`src/rtl/nbit_serial_tx.sv`:
```
// Parallel-in, serial-out framed transmitter: start bit 0, N data bits LSB
// first, stop bit 1, each held for CLKS_PER_BIT clocks behind a valid/ready load.
module nbit_serial_tx #(
    parameter int N            = 8,
    parameter int CLKS_PER_BIT = 4
) (
    input  logic         clk,
    input  logic         rst,
    input  logic [N-1:0] data_in,
    input  logic         load_valid,
    output logic         load_ready,
    output logic         ser_out,
    output logic         busy,
    output logic         done
);

    localparam int CW = (CLKS_PER_BIT > 1) ? $clog2(CLKS_PER_BIT) : 1;
    localparam int IW = (N > 1) ? $clog2(N) : 1;
    localparam logic [CW-1:0] CNT_LAST = CW'(CLKS_PER_BIT - 1);
    localparam logic [IW-1:0] IDX_LAST = IW'(N - 1);

    typedef enum logic [1:0] {
        S_IDLE,
        S_START,
        S_DATA,
        S_STOP
    } state_t;

    state_t        r_state;
    state_t        w_state_nx;
    logic [CW-1:0] r_cnt;
    logic [CW-1:0] w_cnt_nx;
    logic [IW-1:0] r_idx;
    logic [IW-1:0] w_idx_nx;
    logic [N-1:0]  r_shift;
    logic [N-1:0]  w_shift_nx;
    logic          r_ser;
    logic          r_busy;
    logic          r_done;
    logic          w_ser_nx;
    logic          w_done_nx;
    logic          w_bit_end;
    logic          w_load;

    assign w_bit_end  = (r_cnt == CNT_LAST);
    assign load_ready = (r_state == S_IDLE) && !rst;
    assign w_load     = load_valid && load_ready;
    assign ser_out    = r_ser;
    assign busy       = r_busy;
    assign done       = r_done;

    always_comb begin
        w_state_nx = r_state;
        w_cnt_nx   = r_cnt;
        w_idx_nx   = r_idx;
        w_shift_nx = r_shift;
        w_done_nx  = 1'b0;
        unique case (r_state)
            S_IDLE: begin
                if (w_load) begin
                    w_shift_nx = data_in;
                    w_cnt_nx   = '0;
                    w_idx_nx   = '0;
                    w_state_nx = S_START;
                end
            end
            S_START: begin
                if (w_bit_end) begin
                    w_cnt_nx   = '0;
                    w_idx_nx   = '0;
                    w_state_nx = S_DATA;
                end else begin
                    w_cnt_nx = r_cnt + 1'b1;
                end
            end
            S_DATA: begin
                if (w_bit_end) begin
                    w_cnt_nx   = '0;
                    w_shift_nx = r_shift >> 1;
                    if (r_idx == IDX_LAST) begin
                        w_state_nx = S_STOP;
                    end else begin
                        w_idx_nx = r_idx + 1'b1;
                    end
                end else begin
                    w_cnt_nx = r_cnt + 1'b1;
                end
            end
            S_STOP: begin
                if (w_bit_end) begin
                    w_cnt_nx   = '0;
                    w_done_nx  = 1'b1;
                    w_state_nx = S_IDLE;
                end else begin
                    w_cnt_nx = r_cnt + 1'b1;
                end
            end
            default: w_state_nx = S_IDLE;
        endcase
    end

    // Line level is registered from the upcoming state so it changes with the state.
    always_comb begin
        w_ser_nx = 1'b1;
        unique case (w_state_nx)
            S_START: w_ser_nx = 1'b0;
            S_DATA:  w_ser_nx = w_shift_nx[0];
            default: w_ser_nx = 1'b1;
        endcase
    end

    always_ff @(posedge clk) begin
        if (rst) begin
            r_state <= S_IDLE;
            r_cnt   <= '0;
            r_idx   <= '0;
            r_shift <= '0;
            r_ser   <= 1'b1;
            r_busy  <= 1'b0;
            r_done  <= 1'b0;
        end else begin
            r_state <= w_state_nx;
            r_cnt   <= w_cnt_nx;
            r_idx   <= w_idx_nx;
            r_shift <= w_shift_nx;
            r_ser   <= w_ser_nx;
            r_busy  <= (w_state_nx != S_IDLE);
            r_done  <= w_done_nx;
        end
    end

endmodule

```
`config.mk`:
```
export PLATFORM = sky130hd
export DESIGN_NAME = nbit_serial_tx
export DESIGN_NICKNAME = d
export VERILOG_FILES = /design/src/rtl/nbit_serial_tx.sv
export SDC_FILE = /design/constraint.sdc
export NUM_CORES = 1
export LEC_CHECK = 0
export ABC_AREA = 1
export CORE_MARGIN = 10
export CORE_UTILIZATION = 30
export DETAILED_ROUTE_END_ITERATION = 8
export SETUP_SLACK_MARGIN = 0.02
export SYNTH_ARGS = -nofsm -noshare
export SYNTH_HDL_FRONTEND = slang
export SYNTH_SLANG_ARGS = --single-unit
export TNS_END_PERCENT = 30
```
`constraint.sdc`:
```
create_clock -name clk -period 1.5 [get_ports clk]
set_input_delay 0.15 -clock clk [delete_from_list [all_inputs] [get_ports clk]]
set_output_delay 0.15 -clock clk [all_outputs]
set_load 0.05 [all_outputs]
```
# Word-level counts from Yosys, hierarchy flattened
# Cells that the tools add are included.
# word_totals
register_bits	18
wordCells	52
latchBits	0
mem_bits_ro	0
ram_bits	0
n_memories	0
inputBits	11
# op_classes
n_reduce_logical	11
n_bitwise	1
div_mod_pow	0
n_mul	0
n_mux	19
order_cmp	0
n_shift	0
addsub	2
n_eq_ne	11
# ops
op	n
$mux 8	2
$pmux 8 s2	1
$mux 2	7
$mux 3	4
$pmux 3 s3	1
$eq 2x2->1 const B	4
$ne 2x2->1 const B	4
$pmux 2 s4	1
$reduce_and 5->1	1
$eq 2x1->1 const B	2
$pmux 2 s2	1
$reduce_bool 2->1	2
$add 3x1->3 const B	1
$eq 3x3->1 const B	1
$reduce_and 3->1	1
$reduce_bool 3->1	1
$reduce_or 3->1	1
$add 2x1->2 const B	1
$logic_and 1x1->1	2
$logic_not 2->1	1
$pmux 1 s2	1
$reduce_or 2->1	1
$logic_not 1->1	1
$mux 1	1
$not 1->1	1

# Longest topological paths before layout
# Gate-level depths: netlist of run 1.
# logic_depth
ltp_word	7
depth_mapped	8

# Worst setup path before layout of run 1
# Ideal clock, no wire load.
# synth_path
path_kind	register to output
from	reg r_state[1]
to	out load_ready
stages_incl_launch_ff	5
t_arrival_ns	1.212
setup_slack_ns	0.138
required_time_ns	1.350
cell_sequence	dfxtp_1 -> buf_6 -> inv_1 -> nand2_1 -> nor2_1
# synth_via
elab_chain_len	2
# synth_rtl
element	line	rtl
from (decl)	29	state_t r_state;
from (signal assigned)	122	r_state <= w_state_nx;
$logic_not 2->1	46	assign load_ready = (r_state == S_IDLE) && !rst;
$logic_and 1x1->1	46	
to (decl)	11	output logic load_ready,
# No other way between the ends.

# Worst setup path in the final report of run 1
# layout_path
from	reg r_state[0]
to	out load_ready
# Same word-level chain as after synthesis.

==> summary.txt, run 1 <==
Run status
  • Status: completed

Yosys
  • Cells after Synth: 116
  • Mapped Nets: 130
  • Post-Syn Area: 897 um2
  • Post-synthesis sequential element count: 18
  • Yosys warnings: 0
  • Synthesized area per cell: 7.73 um2
  • Library cells used by synthesis: 19
  • Post-synthesis sequential area ratio: 40.2%

Power and ir drop
  • Peak supply drop: 0.725 mV
  • Power density cells: between 900 and 1000 mW/mm2
  • Leakage power: 0.483 nW

Route
  • DRT Wirelength: 1790 um
  • Via Count: 786
  • Starting DRC count in detailed routing: 46
  • Residual DRC: 0
  • Post-route ant nets: 0
  • Avg Vias per Cell: 4.79
  • Pre-Repair DR Iteration Count: 4
  • Routed wire length per instance: between 10 and 15 um

Setup path
  • RR Endpoint: r_idx[1]
  • Critical setup path kind: flip-flop to primary output
  • Reg-to-reg slack, setup: 0.14 ns
  • CP max stage cell: dfxtp_2
  • Worst EP required: 1.35 ns
  • Type of origin of the critical path: flip-flop
  • Crit path max fanout: 6
  • R2R Path Start: r_idx[0]
  • Crit path DAT: 1.22 ns
  • CP Cell Sequence: inv_2 > nand2_1 > nor2_2 > buf_12
  • Setup crit end kind: primary output
  • Slowest stage delay, CP: about 0.37 ns
  • Depth of the worst register-to-register path: 7
  • WP buf/inv: 2
  • CP top delay family: flip-flops

Placed design
  • Placement Setup Slack: 0.0487 ns
  • GP Congestion: 0.825
  • Port buffer count: 14
  • Placed wire-length estimate: 1410 um
  • Placed cell count: 160

STA
  • Rel. slew slack: 83.3%
  • Skew final: about 0.0045 ns
  • Post-route setup slack: 0.128 ns
  • Final hold slack: 0.409 ns
  • Worst-margin pin slew: between 0.2 and 0.25 ns
  • Max Slew Vio Count: 0
  • Final hold violation count: 0
  • F_max: 0.729 GHz
  • Setup_tns: 0 ns
  • Final min period: ~1.4 ns
  • Final setup violation count: 0
  • RSZ-0062 raised after global routing: false
  • Final period utilization: 91.5%

Worst hold path
  • Worst Hold Depth: 3
  • Worst min path class: input port to flip-flop
  • Min-Delay Startpoint: data_in[7]
  • Hold endpoint: r_shift[7]

Floorplanning
  • Core area: between 0.002 and 0.003 mm2
  • Die height: around 75 um
  • Row Count: 19
  • # IOs: 15
  • Die area: 0.00558 mm2
  • Initial Util: 32.0%
  • Die width: 74.7 um

Finish
  • # nets final: 148
  • Ant. Diodes: 0
  • Area growth, synth to finish: 22.9%
  • Filler Cell Count: between 200 and 300
  • Fin cells: 164
  • Commonest non-fill, non-tap cell in the layout: nand2_1
  • Most frequent cells in the layout: nand2_1 (34), dfxtp_1 (16), nand3_1 (11), inv_1 (10), clkdlybuf4s50_1 (10)
  • Share of cells above drive strength 1: approximately 17%

Clocking
  • Clock H-tree levels: 1
  • Clk root buf: clkbuf_4
  • CTS Buf Count: 3
  • # clock sinks: 18
  • Worst-skew pair later-pin latency: 0.29 ns
  • Clk slew on worst S/H paths: 0.10 ns
  • Post-CTS Setup Bufs: 0
  • # hold bufs at CTS: 0
  • CTS max path bufs: 2
  • CTS tree: done

Global routing
  • Pin count of the biggest net entering global routing: 17
  • GRT Total Usage: 6.78%
  • First-pass GRT wire length: 2970 um
  • GRT Residual Overflow: 0
  • Number of global-route vias before repair: 723
  • Initial antenna violation count: 0

Flow run
  • Max_cap viols: 0
-- per-stage QoR --
step                util [%]  total power [mW]  area (um2)
detailed placement      37.8             0.722        1060
global placement        37.8             0.717        1060
CTS                     39.2              1.02        1100
floorplan                  -             0.655         897
finish                  39.3              1.00        1100
global route            39.3              1.08        1100
-- worst register-to-register path, cell delays in order, from the launching register on --
cell	delay, ns
dfxtp_1	0.34
ha_1	0.20
ha_1	0.19
o21ai_1	0.23
nand3_2	0.14
nand2_1	0.07
nand2_1	0.04
nor2_1	0.08
-- kinds of logic after synthesis --
| family | share of synthesized area, % |
|---|---|
| AOI/OAI and AO/OA | 8.51 |
| and+or+nand+nor | 37.7 |
| adders and majority gates | 4.18 |
| DFF | 40.2 |
| buffers and inverters | 9.48 |
-- per-layer routing --
layer	global-route usage, %	up-vias	share of wire, %
met2	11.1	12	46
met1	7.82	350	48
met4	1.89	0	0.45
met3	3.02	2	5.3
met5	0	-	0
li1	-	422	-
-- flip-flops by register name, summed over array words and instances (netlist names) --
register	cells
busy	1
ser_out	1
r_idx	3
r_state	2
r_cnt	2
r_shift	8
done	1
-- how the worst max path moves through the flow --
stage	startpoint	endpoint	slack [ns]	depth (start not counted)
floorplan	r_state[1]	load_ready	0.14	4
global placement	r_idx[0]	r_idx[0]	0.14	6
detailed placement	r_idx[0]	r_idx[1]	0.05	7
CTS	r_idx[0]	r_idx[1]	0.02	7
global route	r_cnt[0]	ser_out	0.02	7
finish	r_state[0]	load_ready	0.13	4
-- cell type report --
class	count	area, um2	share of cell area (%)
Clock buffer	4	36.3	3.29
Inverter	12	45.0	4.09
Multi-Input combinational cell	82	454	41.2
Sequential cell	18	363	32.9
Tap cell	31	38.8	3.52
Timing Repair Buffer	17	165	15.0
-- report_power, final --
part | leakage [nW] | switching (mW) | internal, mW
sequential | 0.148 | 0.0197 | 0.507
clock | 0.0210 | 0.146 | 0.148
combinational | 0.314 | 0.103 | 0.0809
total | 0.483 | 0.268 | 0.736
-- cell usage after synthesis (all sizes together) --
library cell | count | area share [%]
nor2 | 10 | 5.0
a21oi | 3 | 1.7
a211oi | 1 | 0.84
nand4 | 5 | 3.5
dfxtp | 18 | 40
o21ai | 2 | 1.1
clkbuf | 2 | 2.0
inv | 12 | 5.0
nand2 | 35 | 15
a31oi | 7 | 4.9
nand3 | 16 | 14
ha | 3 | 4.2
buf | 2 | 2.5
-- timing repair --
item / 4_1_cts / 5_1_grt
endpoints found under the hold margin: 0 / 0
setup endpoints to repair: 2 / 5
gates resized for setup: 1 / 3
(Power assumes the default switching activity.)
==> inputs of run 2 (changes only) <==
CORE_MARGIN = default   (was 10)
SLEW_MARGIN = 20   (was default)
==> run 2 against run 1 <==
  * Clock power grew 1%
  * Wire length decreased by 7.4%
  * Total power grew 0.57%
  * Sequential cell count stayed put
  * Die area decreased by 42%
  * Sequential share of layout area stayed put
  * Count of clock-buffer cells in the layout unchanged
  * Cell count did not move
  * Critical path type unchanged
==> summary.txt, run 2 (synthesis results as in run 1) <==
Run status
  • Status: completed

Setup path
  • R2R Path Start: r_idx[0]
  • CP Cell Sequence: inv_2 > nand2_1 > nor2_2 > buf_12
  • CP max stage cell: dfxtp_2
  • Crit path max fanout: 6 (unchanged)
  • Critical path startpoint: r_state[0]
  • CP top delay family: flip-flops
  • Slowest stage delay, CP: 0.38 ns (about the same)
  • WP buf/inv: 2 (unchanged)
  • Crit path DAT: 1.22 ns (about the same)
  • Setup crit end kind: primary output
  • Worst EP required: 1.35 ns (about the same)
  • Critical setup path kind: flip-flop to primary output
  • Type of origin of the critical path: flip-flop

Power and ir drop
  • Switch Pwr: 0.273 mW (+2.1%)
  • Peak supply drop: 0.588 mV (-19%)
  • Switching fraction of total power: 27.1% (+0.40 points)
  • Power share of the combinational group: 18.4% (about the same)
  • Seq pwr share: 52.1% (-0.4 points)
  • Leakage power: 0.483 nW (unchanged)
  • Power share of the clock group: 29.5% (+0.3 points)
  • Internal Pwr Total: 0.736 mW (about the same)
  • Power density cells: 916 mW/mm2 (+0.57%)

Floorplanning
  • Core area: 0.00281 mm2 (unchanged)
  • Die area: 0.00321 mm2 (-42%)
  • Die height: 56.7 um (-24%)
  • # IOs: 15 (unchanged)
  • Die width: 56.7 um (-24%)
  • Row Count: 19 (unchanged)
  • Initial Util: 32.0% (unchanged)

Route
  • Starting DRC count in detailed routing: 22 (-52%)
  • DRT Wirelength: 1660 um (-7.4%)
  • Via Count: 799 (+1.7%)
  • Routed wire length per instance: 10.1 um (-7.4%)
  • Residual DRC: 0 (unchanged)
  • Post-route ant nets: 0 (unchanged)
  • Avg Vias per Cell: 4.87 (+1.7%)
  • Pre-Repair DR Iteration Count: 4 (unchanged)

Global routing
  • Met2 Use GR: 17.3% (+6.2 points)
  • First-pass GRT wire length: 2750 um (-7.2%)
  • GRT Total Usage: 10.7% (+4.0 points)
  • Number of global-route vias before repair: 652 (-9.8%)
  • GRT Residual Overflow: 0 (unchanged)
  • Most used routing layer: met2
  • Met3 usage: 4.15% (+1.1 points)
  • Pin count of the biggest net entering global routing: 17 (unchanged)
  • M1 GR Usage: 13.7% (+5.9 points)
  • Initial antenna violation count: 0 (unchanged)

Finish
  • # nets final: 148 (unchanged)
  • Util after Layout: 39.3% (unchanged)
  • Flip-flop count of the largest register after layout: 8 (unchanged)
  • Commonest non-fill, non-tap cell in the layout: nand2_1
  • Area growth, synth to finish: 22.9% (unchanged)
  • Ant. Diodes: 0 (unchanged)
  • Largest register by flop count: r_shift
  • Share of cells above drive strength 1: 17.3% (unchanged)
  • Filler Cell Count: 283 (-1.7%)
  • Largest registers: r_shift: 8 flops, r_idx: 3 flops
  • Most frequent cells in the layout: nand2_1 (34), dfxtp_1 (16), nand3_1 (11), inv_1 (10), clkdlybuf4s50_1 (10)
  • Fin area: 0.00110 mm2 (unchanged)

Placed design
  • GP Congestion: 0.858 (+4.0%)
  • Area of placed instances: 0.00106 mm2 (unchanged)
  • Placed wire-length estimate: 1270 um (-10%)
  • Port buffer count: 14 (unchanged)
  • Placement Setup Slack: 0.0121 ns (-0.0367 ns)

STA
  • RSZ-0062 raised after global routing: true
  • Final min period: 1.37 ns (-0.000113 ns)
  • Post-route setup slack: 0.128 ns (+0.000113 ns)
  • Worst-margin pin slew: 0.260 ns (+0.0118 ns)
  • Final hold violation count: 0 (unchanged)
  • Final setup violation count: 0 (unchanged)
  • Final hold slack: 0.410 ns (+0.00101 ns)
  • Skew final: 0.00539 ns (+0.000918 ns)
  • Rel. slew slack: 82.5% (-0.79 points)
  • Final period utilization: 91.4% (about the same)
  • F_max: 0.729 GHz (about the same)
  • Setup_tns: 0 ns (unchanged)
  • Max Slew Vio Count: 0 (unchanged)

Worst hold path
  • Worst min path class: input port to flip-flop
  • Min-Delay Startpoint: data_in[7]

Flow run
  • Max_cap viols: 0 (unchanged)

Clocking
  • # hold bufs at CTS: 0 (unchanged)
  • Post-CTS Setup Bufs: 0 (unchanged)
  • # clock sinks: 18 (unchanged)
  • Clock H-tree levels: 1 (unchanged)
  • Clk root buf: clkbuf_4
  • CTS tree: done
  • Worst-skew pair later-pin latency: 0.29 ns (about the same)
  • Clk slew on worst S/H paths: 0.11 ns (about the same)
  • CTS max path bufs: 2 (unchanged)
  • CTS Buf Count: 3 (unchanged)
[run 2: cell counts in the layout (fill, tap and decap cells not counted)]
Identical to the previous run, type by type.
[run 2: what timing repair did]
item	CTS	global route
setup endpoints to repair	4	3
hold endpoints to repair	0	0
gates resized for setup	1	3
[run 2: layout make-up]
class                   count  area [um2]  share of cell area, %
multi-input cells          82         454                   41.2
flip-flops and latches     18         363                   32.9
repair buffers             17         165                   15.0
inverters                  12        45.0                   4.09
well taps                  31        38.8                   3.52
clock buffers               4        36.3                   3.29
[run 2: per-stage QoR]
stage | total power [mW] | std cells
4_1_cts | 1.02 | 164
3_3_place_gp | 0.717 | 160
6_report | 1.01 | 164
3_5_place_dp | 0.722 | 160
5_1_grt | 1.06 | 164
2_1_floorplan | 0.655 | 116
[run 2: path summary, 6_finish.rpt]
| check | end | slack [ns] | cells after the start |
|---|---|---|---|
| setup reg to reg | r_idx[1] | 0.13 | 7 |
| setup / recovery | load_ready | 0.13 | 4 |
| hold / removal | r_shift[7] | 0.41 | 3 |
| hold reg to reg | r_shift[1] | 0.48 | 2 |
[run 2: layer usage]
layer | vias up | share of wire [%] | wire (um)
li1 | 423 | - | -
met3 | 2 | 4.5 | 75
met5 | - | 0 | 0
met4 | 0 | 0.48 | 8
met1 | 355 | 51 | 845
met2 | 19 | 44 | 727
[run 2: power by group through the flow]
stage          registers, mW  clock network [mW]  logic, mW
3_3_place_gp           0.536                   0      0.181
6_report               0.526               0.297      0.186
5_1_grt                0.530               0.324      0.205
2_1_floorplan          0.548                   0      0.108
3_5_place_dp           0.537                   0      0.185
4_1_cts                0.526               0.309      0.186
[run 2: tightest hold or removal path, delay by kind of cell]
kind / cells / cell delay, ns
buffers and inverters: 1 / 0.39
AND/OR/NAND/NOR: 1 / 0.06
AO/OA/AOI/OAI: 1 / 0.05
==> inputs of run 3 (changes only) <==
--- a/config.mk
+++ b/config.mk
@@ -8,4 +8,6 @@
 export ABC_AREA = 1
+export CORE_ASPECT_RATIO = 2
 export CORE_UTILIZATION = 30
 export DETAILED_ROUTE_END_ITERATION = 8
+export PLACE_DENSITY = 0.49
 export SETUP_SLACK_MARGIN = 0.02
--- a/constraint.sdc
+++ b/constraint.sdc
@@ -3,2 +3,2 @@
 set_output_delay 0.15 -clock clk [all_outputs]
-set_load 0.05 [all_outputs]
+set_load 0.005 [all_outputs]
==> run 3 against run 2 <==
  * Sequential power shrank 1%
  * Maximum frequency grew 3.0%
  * Sequential cell count is the same
  * Largest cell class unchanged
  * Via count grew 2.3%
  * Sequential share of layout area shrank 1.9 points
  * Die area grew 0.40%
  * Worst setup slack gained 0.041 ns
==> summary.txt, run 3 (synthesis results as in run 1) <==
Run status
  • Status: completed

Finish
  • Share of cells above drive strength 1: 20.1% (+2.9 points)
  • Commonest non-fill, non-tap cell in the layout: nand2_1
  • Largest register by flop count: r_shift
  • Most frequent cells in the layout: nand2_1 (33), dfxtp_1 (17), clkdlybuf4s50_1 (13), nand3_1 (11), buf_4 (10)
  • Area growth, synth to finish: 30.8%
  • Flip-flop count of the largest register after layout: 8 (unchanged)
  • # nets final: 155 (+4.7%)
  • Storage element area: 364 um2 (+0.34%)
  • Largest registers: r_shift: 8 flops, r_idx: 3 flops
  • Multi-input gate area: 473 um2 (+4.1%)
  • Ant. Diodes: 0 (unchanged)
  • Filler Cell Count: 303 (+7.1%)
  • Util after Layout: 41.9% (+2.6 points)

Global routing
  • Number of global-route vias before repair: 792 (+21%)
  • GRT Total Usage: 14.4% (+3.7 points)
  • Initial antenna violation count: 0 (unchanged)
  • First-pass GRT wire length: 3260 um (+19%)
  • GRT Residual Overflow: 0 (unchanged)
  • Pin count of the biggest net entering global routing: 13 (-4)

Clocking
  • CTS tree: done
  • CTS max path bufs: 2 (unchanged)
  • Worst-skew pair later-pin latency: 0.25 ns (-0.04 ns)
  • CTS Buf Count: 3 (unchanged)
  • # clock sinks: 18 (unchanged)
  • Clock H-tree levels: 1 (unchanged)
  • Clk root buf: clkbuf_8
  • Clk slew on worst S/H paths: 0.06 ns (-0.05 ns)

Route
  • Residual DRC: 0 (unchanged)
  • DRT Wirelength: 1930 um (+16%)
  • Met1 WL: 727 um (-14%)
  • Via Count: 817 (+2.3%)
  • Post-route ant nets: 0 (unchanged)
  • Avg Vias per Cell: 4.86 (-0.18%)
  • Pre-Repair DR Iteration Count: 4 (unchanged)
  • Starting DRC count in detailed routing: 10 (-55%)
  • Routed wire length per instance: 11.5 um (+14%)
  • WL met2: 1130 um (+55%)
  • Top routing layer in use: met4
  • DR WL met3: 41 um (-45%)

STA
  • Final hold slack: 0.467 ns (+0.0571 ns)
  • Final hold violation count: 0 (unchanged)
  • RSZ-0062 raised after global routing: false
  • Final setup violation count: 0 (unchanged)
  • Final min period: 1.33 ns (-0.0406 ns)
  • Final period utilization: 88.7% (-2.7 points)
  • Rel. slew slack: 84.3% (+1.7 points)
  • Worst-margin pin slew: 0.236 ns (-0.0244 ns)
  • Skew final: 0.000739 ns (-0.00465 ns)
  • Max Slew Vio Count: 0 (unchanged)
  • F_max: 0.751 GHz (+3.0%)

Setup path
  • Reg-to-reg slack, setup: 0.17 ns (+0.04 ns)
  • RR Endpoint: ser_out
  • Type of origin of the critical path: flip-flop
  • Setup crit end kind: flip-flop
  • R2R Path Start: r_cnt[0]
  • Crit path DAT: 1.53 ns (+0.31 ns)
  • Critical setup path kind: flip-flop to flip-flop
  • Depth of the worst register-to-register path: 7 (unchanged)
  • Crit path max fanout: 9 (+3)
  • Worst EP required: 1.69 ns (+0.34 ns)

Floorplanning
  • Core area: 0.00280 mm2 (about the same)
  • Die height: 79.3 um (+40%)
  • Row Count: 27 (+8)
  • Die area: 0.00323 mm2 (+0.40%)
  • # IOs: 15 (unchanged)
  • Die width: 40.7 um (-28%)
  • Initial Util: 32.0% (about the same)

Power and ir drop
  • Leakage power: 0.509 nW (+5.3%)
  • Peak supply drop: 0.496 mV (-16%)
  • Power density cells: 880 mW/mm2 (-4.0%)

Worst hold path
  • Worst min path class: input port to flip-flop
  • Worst Hold Depth: 3 (unchanged)
  • Hold endpoint: r_shift[7]
  • Min-Delay Startpoint: data_in[7]

Placed design
  • Port buffer count: 14 (unchanged)
  • GP Congestion: 0.751 (-12%)
  • Placed wire-length estimate: 1600 um (+27%)

Flow run
  • Max_cap viols: 0 (unchanged)
==> run 3: how the worst max path moves through the flow <==
stage / from / to / slack (ns)
floorplan: r_idx[0] / r_idx[0] / 0.17
global placement: rst / load_ready / -0.05
detailed placement: rst / load_ready / -0.05
CTS: r_idx[0] / r_idx[1] / 0.11
global route: r_idx[0] / r_idx[1] / 0.05
finish: r_cnt[0] / ser_out / 0.17
==> run 3: per-layer routing <==
metal / track usage (%) / vias to the layer above
met5: 0 / -
met4: 6.00 / 0
met3: 1.68 / 4
met2: 27.1 / 13
met1: 14.0 / 369
li1: - / 431
==> run 3: timing repair <==
| item | 4_1_cts | 5_1_grt |
|---|---|---|
| buffers inserted | 1 | 0 |
| pin swaps | 1 | 0 |
| gates resized for setup | 8 | 3 |
| hold buffers | 0 | 0 |
| gates cloned | 0 | 0 |
| setup endpoints to repair | 1 | 3 |
==> run 3: final cells by class <==
| cell class | instances | area share [%] |
|---|---|---|
| repair buffers | 24 | 18.2 |
| inverters | 12 | 3.84 |
| flip-flops and latches | 18 | 31.0 |
| well taps | 29 | 3.09 |
| multi-input cells | 82 | 40.3 |
| clock buffers | 3 | 3.52 |
==> run 3: power by group <==
group | internal [mW] | switching [mW] | leakage [nW]
Combinational | 0.0894 | 0.0908 | 0.339
Clock | 0.178 | 0.153 | 0.0216
Sequential | 0.505 | 0.0157 | 0.148
==> run 3: critical path, stage by stage, from the launching register on <==
cell	delay (ns)
dfxtp_1	0.36
ha_1	0.30
nand3_4	0.18
inv_2	0.16
nand2_1	0.10
nand3_2	0.08
nand2_1	0.05
nand3_1	0.06
==> run 3: stage by stage <==
| stage | setup slack, ns | area (um2) | total power, mW | std cells | setup TNS (ns) |
|---|---|---|---|---|---|
| after floorplan | 0.169 | 897 | 0.633 | 116 | 0 |
| after global placement | -0.0537 | 1100 | 0.708 | 164 | -0.0537 |
| after detailed placement | -0.0527 | 1100 | 0.709 | 164 | -0.0527 |
| after CTS | 0.107 | 1170 | 1.05 | 168 | 0 |
| after global routing | 0.0481 | 1170 | 1.08 | 168 | 0 |
| final | 0.169 | 1170 | 1.03 | 168 | 0 |
==> variant (settings of run 2) <==
`r_shift` no longer has a reset.
--- a/src/rtl/nbit_serial_tx.sv
+++ b/src/rtl/nbit_serial_tx.sv
@@ -114,7 +114,6 @@
             r_state <= S_IDLE;
             r_cnt   <= '0;
             r_idx   <= '0;
-            r_shift <= '0;
             r_ser   <= 1'b1;
             r_busy  <= 1'b0;
             r_done  <= 1'b0;
@@ -122,12 +121,15 @@
             r_state <= w_state_nx;
             r_cnt   <= w_cnt_nx;
             r_idx   <= w_idx_nx;
-            r_shift <= w_shift_nx;
             r_ser   <= w_ser_nx;
             r_busy  <= (w_state_nx != S_IDLE);
             r_done  <= w_done_nx;
         end
     end
 
+    always_ff @(posedge clk) begin
+        r_shift <= w_shift_nx;
+    end
+
 endmodule
 
Behaviour: no difference found for any inputs over 10 cycles, from zero or initial values and one cycle with rst high; that may be too few to reach the edited logic, so the function may still have changed.
==> variant against run 2 <==
  * Worst setup slack got worse by 0.018 ns
  * Maximum frequency decreased by 1.3%
  * Sequential cell count stayed put
  * Total power down 0.84%
  * Routed wire length grew 1.5%
  * Critical path type unchanged
  * Clock power shrank 15%
  * Clock skew shrank 0.0049 ns
  * Synthesized area shrank 0.84%
  * Hold slack improved by 0.083 ns
  * Largest cell class is now registers
  * Final area grew 3.2%
  * Non-clock buffer count is 2 higher
==> variant: results (changes against run 2) <==
- The maximum number of pins on one net before global-route repair is 11 (was 17).
- Run status: completed (unchanged).
- The terminating pin of the worst hold path is r_shift[7] (unchanged).
- The placer's final routability congestion estimate is 0.849 (was 0.858).
- The number of design-rule violations left by the first detailed-router iteration was 12 (was 22).
- The startpoint of the worst-slack reg-to-reg timing path is r_idx[0] (unchanged).
- The clock latency on the worst-skew pair came to 0.29 ns (about the same).
- The share of synthesized area occupied by flip-flops and latches was 48.4% (was 40.2%).
- The cell chosen for the clock root is clkbuf_4 (unchanged).
- Top post-synthesis cells by count: 31 x nand2_1, 14 x nand3_1, 11 x dfxtp_1, 11 x inv_1, 8 x nor2_1 (was 34 x nand2_1, 18 x dfxtp_1, 11 x nand3_1, 10 x inv_1, 9 x nor2_1).
- The arrival time reported for the critical path endpoint came to 1.24 ns (was 1.22 ns).
- Top flop regs: r_shift (8), r_idx (3) (unchanged).
- The combined global-route utilization of all metal layers is 11.3% (was 10.7%).
- The slowest cell on the critical path was dfxtp_2 (unchanged).
- The global routing usage on met2 is 17.0% (was 17.3%).
- The critical register-to-register path endpoint was ser_out (was r_idx[1]).
- The met3 track utilization from global routing came to 4.84% (was 4.15%).
- The count of nets after finishing is 142 (was 148).
- The worst voltage drop across the vdd grid is 0.587 mV (was 0.588 mV).
- The global route total overflow came to 0 (unchanged).
- The number of global-route vias before repair was 643 (was 652).
- The share of final-layout standard cells stronger than drive strength 1 is 19.7% (was 17.3%).
- The static leakage power is 0.522 nW (was 0.483 nW).
- The wire length of the first global-routing pass is 2.83 mm (was 2.75 mm).
- The global routing met1 resource utilization came to 15.2% (was 13.7%).
- The worst min-delay path category is input pin to flip-flop (unchanged).
- The worst max-slew margin expressed relative to the limit is 84.6% (was 82.5%).
- The count of flip-flops with a built-in enable after synthesis is 7 (was 0).
- Synth area leaders: dfxtp_1 25%, edfxtp_1 24%, nand2_1 13% (was dfxtp_1 40%, nand2_1 14%, nand3_1 6.1%).
- The synthesized netlist net count came to 121 (was 130).
- The average via count per standard cell is 4.85 (was 4.87).
- The total detailed-routing wirelength is 1.68 mm (was 1.66 mm).
- The setup skew after layout is 0.000450 ns (was 0.00539 ns).
- The sum of net half-perimeters after detailed placement is 1.25 mm (was 1.27 mm).
- The number of I/O port buffers is 14 (unchanged).
- The worst reg-to-reg setup slack was 0.18 ns (was 0.13 ns).
## variant: final cells by class
cell class / count / area, um^2
tap: 31 / 38.8
timing repair buffer: 19 / 193
clock buffer: 4 / 26.3
multi-input combinational: 73 / 398
fill: 280 / 1640
inverter: 13 / 48.8
sequential: 18 / 433
## variant: routing by layer
metal	share of wire [%]	up-vias	wire length, um
met3	5.1	2	86
met1	50	347	836
met2	45	24	749
met5	0	-	0
met4	0.59	0	10
li1	-	393	-
## variant: worst max path at each step
stage / start / endpoint / slack, ns
6_report: r_state[1] / load_ready / 0.11
5_1_grt: r_state[1] / load_ready / 0.03
4_1_cts: r_state[1] / load_ready / 0.03
3_5_place_dp: load_valid / r_shift[4] / 0.06
3_3_place_gp: load_valid / r_shift[4] / 0.11
2_1_floorplan: r_cnt[0] / r_shift[1] / 0.19
## variant: metrics by stage
step	setup slack [ns]	area (um^2)	instances	total power, mW	hold slack, ns
after floorplan	0.187	892	107	0.681	0.329
after global placement	0.107	1080	152	0.745	0.459
after detailed placement	0.0564	1080	152	0.746	0.486
after CTS	0.0340	1110	157	1.01	0.486
after global routing	0.0301	1140	158	1.06	0.497
final	0.111	1140	158	1.00	0.493
## variant: worst max-delay path: cells and delay by family, from the launching register on
family | cells | cell delay (ns)
flops | 1 | 0.39
simple gates | 2 | 0.30
buf+inv | 2 | 0.26
## variant: repair_timing
item                       4_1_cts  5_1_grt
setup endpoints to repair        1        8
gates resized for setup          1        2
setup buffers                    1        1
cloned                           0        0
pin swaps                        1        1
## variant: cell families after synthesis
kind of cell,Yosys count,synth area share (%)
and+or+nand+nor,65,35.6
DFF,18,48.4
buffers and inverters,16,7.46
AOI/OAI and AO/OA,5,4.36
adders and majority gates,3,4.22
## variant: report_power, final
part | total, mW | internal, mW | switching [mW] | leakage, nW
Sequential | 0.559 | 0.541 | 0.0184 | 0.160
Clock | 0.253 | 0.103 | 0.149 | 0.0150
Combinational | 0.189 | 0.0851 | 0.104 | 0.347
